--- src/rtl/press_conditioner.sv ---
// press_conditioner: synchronise, debounce and pulse-encode a bouncy push-button level
module press_conditioner #(
  parameter int DEBOUNCE_CYCLES = 4,
  parameter int LONG_CYCLES     = 16
) (
  input  logic clk,
  input  logic rst,
  input  logic btn,
  output logic press,
  output logic release_pulse,
  output logic level,
  output logic long_press
);
  localparam int DW = $clog2(DEBOUNCE_CYCLES + 1);
  localparam int HW = $clog2(LONG_CYCLES + 1);
  localparam logic [DW-1:0] D_MAX = DW'(DEBOUNCE_CYCLES);
  localparam logic [HW-1:0] L_MAX = HW'(LONG_CYCLES);
  typedef enum logic [1:0] {IDLE, PRESS_WAIT, HELD, RELEASE_WAIT} state_t;
  state_t state_q, state_d;
  logic s1_q, s2_q;
  logic [DW-1:0] dcnt_q, dcnt_d, dinc;
  logic [HW-1:0] hcnt_q, hcnt_d;
  logic press_q, press_d, rel_q, rel_d, level_q, level_d, long_q, long_d;
  // Next-state: dcnt is zero on entry to IDLE and HELD, so dinc is the run length of the new level
  always_comb begin
    dinc    = dcnt_q + DW'(1);
    state_d = state_q;
    dcnt_d  = dcnt_q;
    hcnt_d  = hcnt_q;
    press_d = 1'b0;
    rel_d   = 1'b0;
    long_d  = 1'b0;
    if (state_q == IDLE || state_q == PRESS_WAIT) begin
      if (!s2_q) begin
        state_d = IDLE;
        dcnt_d  = '0;
      end else if (dinc == D_MAX) begin
        state_d = HELD;
        dcnt_d  = '0;
        hcnt_d  = '0;
        press_d = 1'b1;
      end else begin
        state_d = PRESS_WAIT;
        dcnt_d  = dinc;
      end
    end else begin
      if (state_q == HELD) hcnt_d = (hcnt_q == L_MAX) ? hcnt_q : hcnt_q + HW'(1);
      if (s2_q) begin
        state_d = HELD;
        dcnt_d  = '0;
      end else if (dinc == D_MAX) begin
        state_d = IDLE;
        dcnt_d  = '0;
        hcnt_d  = '0;
        rel_d   = 1'b1;
      end else begin
        state_d = RELEASE_WAIT;
        dcnt_d  = dinc;
      end
      long_d = (state_q == HELD) && (hcnt_q == L_MAX - HW'(1)) && !rel_d;
    end
    level_d = (state_d == HELD) || (state_d == RELEASE_WAIT);
  end
  // Synchroniser, FSM state, counters and registered outputs
  always_ff @(posedge clk or negedge rst) begin
    if (!rst) begin
      s1_q    <= 1'b0;
      s2_q    <= 1'b0;
      state_q <= IDLE;
      dcnt_q  <= '0;
      hcnt_q  <= '0;
      press_q <= 1'b0;
      rel_q   <= 1'b0;
      level_q <= 1'b0;
      long_q  <= 1'b0;
    end else begin
      s1_q    <= btn;
      s2_q    <= s1_q;
      state_q <= state_d;
      dcnt_q  <= dcnt_d;
      hcnt_q  <= hcnt_d;
      press_q <= press_d;
      rel_q   <= rel_d;
      level_q <= level_d;
      long_q  <= long_d;
    end
  end
  assign press         = press_q;
  assign release_pulse = rel_q;
  assign level         = level_q;
  assign long_press    = long_q;
endmodule

--- config.mk ---
export PLATFORM = sky130hd
export DESIGN_NAME = press_conditioner
export DESIGN_NICKNAME = d
export VERILOG_FILES = /design/src/rtl/press_conditioner.sv
export SDC_FILE = /design/constraint.sdc
export NUM_CORES = 1
export LEC_CHECK = 0
export ABC_AREA = 1
export CORE_MARGIN = 3
export CORE_UTILIZATION = 50
export DETAILED_ROUTE_END_ITERATION = 16
export GPL_TIMING_DRIVEN = 0
export PLACE_DENSITY = 0.71
export RECOVER_POWER = 50
export SYNTH_ARGS = -nofsm -noshare
export SYNTH_HDL_FRONTEND = slang
export SYNTH_SLANG_ARGS = --single-unit
--- constraint.sdc ---
create_clock -name clk -period 2.12 [get_ports clk]
set_input_delay 0.53 -clock clk [delete_from_list [all_inputs] [get_ports clk]]
set_output_delay 0.53 -clock clk [all_outputs]
set_load 0.1 [all_outputs]
==> metrics.txt <==
unrepaired setup endpoints after global routing no; worst-path fanout max 1; WL/cell 11.2 um; gr usage total 0.169; Critical Path RT 1.59 ns; I/O pin cnt 7; startpoint types flop; nets@finish 110; cts hold-fix bufs 0; Final min period 1.99 ns; DP Wirelength 980 um; Port-buffer cells 6; Worst Tran Pin Value 0.949 ns; area of the die 0.00203 mm2; DIE HEIGHT 45.1 um; Hold WS 0.355 ns; deepest clock path buffer count 2; Avg Cell Area, Syn 8.39 um2; # DRC 0; # Max-Cap Violations 0; total power 0.864 mW; post-synthesis cell type count 17; kind of critical path flop to output port; Vias 586; Remaining Overflow, GRT 0; CP bufs+invs 1; status finished clean; drt pass-1 iters 4; Syn Nets 99; CP Capture Type output port; clk slew on worst S/H paths 0.09 ns; crit-path leading delay family buffers and inverters; layout cells sized above 1 0.0891; CTS buffer count 3; Critical Path AT 1.46 ns; sequential area share after synthesis 0.492; Iteration-0 DRC Markers 4; Rows 13; Yosys reg bits 15; antenna-violating nets left 0; Die X 45.1 um; post-synthesis cell count 91; clk_skew 0.00390 ns; Power Density 1000 mW/mm2; most frequent cells in the layout nand2_1, dfrtp_1, inv_1; max_slew headroom 0.370; CTS H-Tree Depth 1; Hold WC Path Type flop to flop; clk sinks 15; CTS root buffer clkbuf_4; Max Slew Vio Count 0; diode count 0; synth top area cells dfrtp_1, nand2_1, ha_1; dominant cell type by area after synthesis dfrtp_1; Synth-to-Final Area Change 13.1%; gp weighted congestion 0.831; Tcrit/Tclk final 0.941; initial antenna violation count 0; final setup violation count 0; initial core utilization 0.559; Yosys top cell area share 0.492; Hold Fails Final Rpt 0; CP peak stage delay 0.84 ns; post-CTS setup buffer count 0; Max Freq 502 MHz; vias in the first global route 593; Syn Std Cell Area 763 um2; core area 0.00137 mm2; Via density 5.05; maximum vdd drop 0.000659 V; CTS resizes 6; Final Core Density 0.632; Critical-path top delay cell dlygate4sd2_1; TritonCTS clock tree yes; DRT Wirelength 1300 um; worst path cell trace dlygate4sd2_1; YS warnings 0; first-pass GRT wire length 2440 um; static leakage 0.463 nW; Skew-Pair Late Insertion Delay 0.28 ns; largest net degree at the start of global routing 16; commonest non-fill, non-tap cell in the layout nand2_1
[path summary, 6_finish.rpt]
check                                        start                     to  slack (ns)  cells after the start
max                        release_pulse$_DFF_PN0_          release_pulse        0.13                      1
max in group asynchronous                      rst    dcnt_q[1]$_DFF_PN0_        0.98                      1
min reg2reg                         s1_q$_DFF_PN0_         s2_q$_DFF_PN0_        0.36                      0
min in group asynchronous                      rst  hcnt_q[2]$_DFFE_PN0P_        0.71                      1
min                                 s1_q$_DFF_PN0_         s2_q$_DFF_PN0_        0.36                      0
max reg2reg                    dcnt_q[0]$_DFF_PN0_  hcnt_q[2]$_DFFE_PN0P_        0.73                      5
[metrics by stage]
step / worst slack, ns / TNS [ns] / std cells / area, um2
2_1_floorplan: 0.493 / 0 / 91 / 763
3_3_place_gp: -0.0941 / -0.0941 / 112 / 842
3_5_place_dp: -0.0977 / -0.0977 / 112 / 842
4_1_cts: 0.103 / 0 / 116 / 866
5_1_grt: 0.0828 / 0 / 116 / 863
6_report: 0.126 / 0 / 116 / 863
[state kept, by name, indices dropped and copies added, names as in the netlist]
signal and cells:
hcnt_q 5, dcnt_q 3, level 1, long_press 1, press 1, release_pulse 1
s1_q 1, s2_q 1, state_q 1
[where the power goes]
| group | leakage, nW | switching [mW] | internal (mW) |
|---|---|---|---|
| sequential | 0.198 | 0.0504 | 0.336 |
| clock | 0.0150 | 0.0936 | 0.0731 |
| combinational | 0.250 | 0.215 | 0.0958 |
[metal layers]
metal / share of wire / vias to the layer above / GRT usage
met2: 0.46 / 17 / 0.266
met5: 0 / - / 0
met3: 0.061 / 2 / 0.0558
li1: - / 303 / -
met1: 0.47 / 264 / 0.209
met4: 0.0077 / 0 / 0.0819
[cells in the mapped netlist (all sizes together)]
| cell | n |
|---|---|
| nand3 | 12 |
| xor2 | 1 |
| o21ai | 5 |
| and2 | 1 |
| inv | 14 |
| ha | 5 |
| dfrtp | 15 |
| nand2 | 24 |
| nor2 | 10 |
| clkinv | 1 |
| nor3b | 1 |
| nand4 | 2 |
[layout make-up]
type	count	area, um2
Tap cell	15	18.8
Multi-Input combinational cell	61	328
Fill cell	128	503
Inverter	15	57.6
Timing Repair Buffer	6	57.6
Clock buffer	4	26.3
Sequential cell	15	375
[cells by family after synthesis]
family,count (synthesis),share of synthesized area
AOI/OAI and AO/OA,5,0.0328
buffers and inverters,15,0.0754
and+or+nand+nor,50,0.307
xor gates and xnor gates,1,0.0115
adders and majority gates,5,0.0820
DFF,15,0.492
Power figures use the tool's default switching activity.
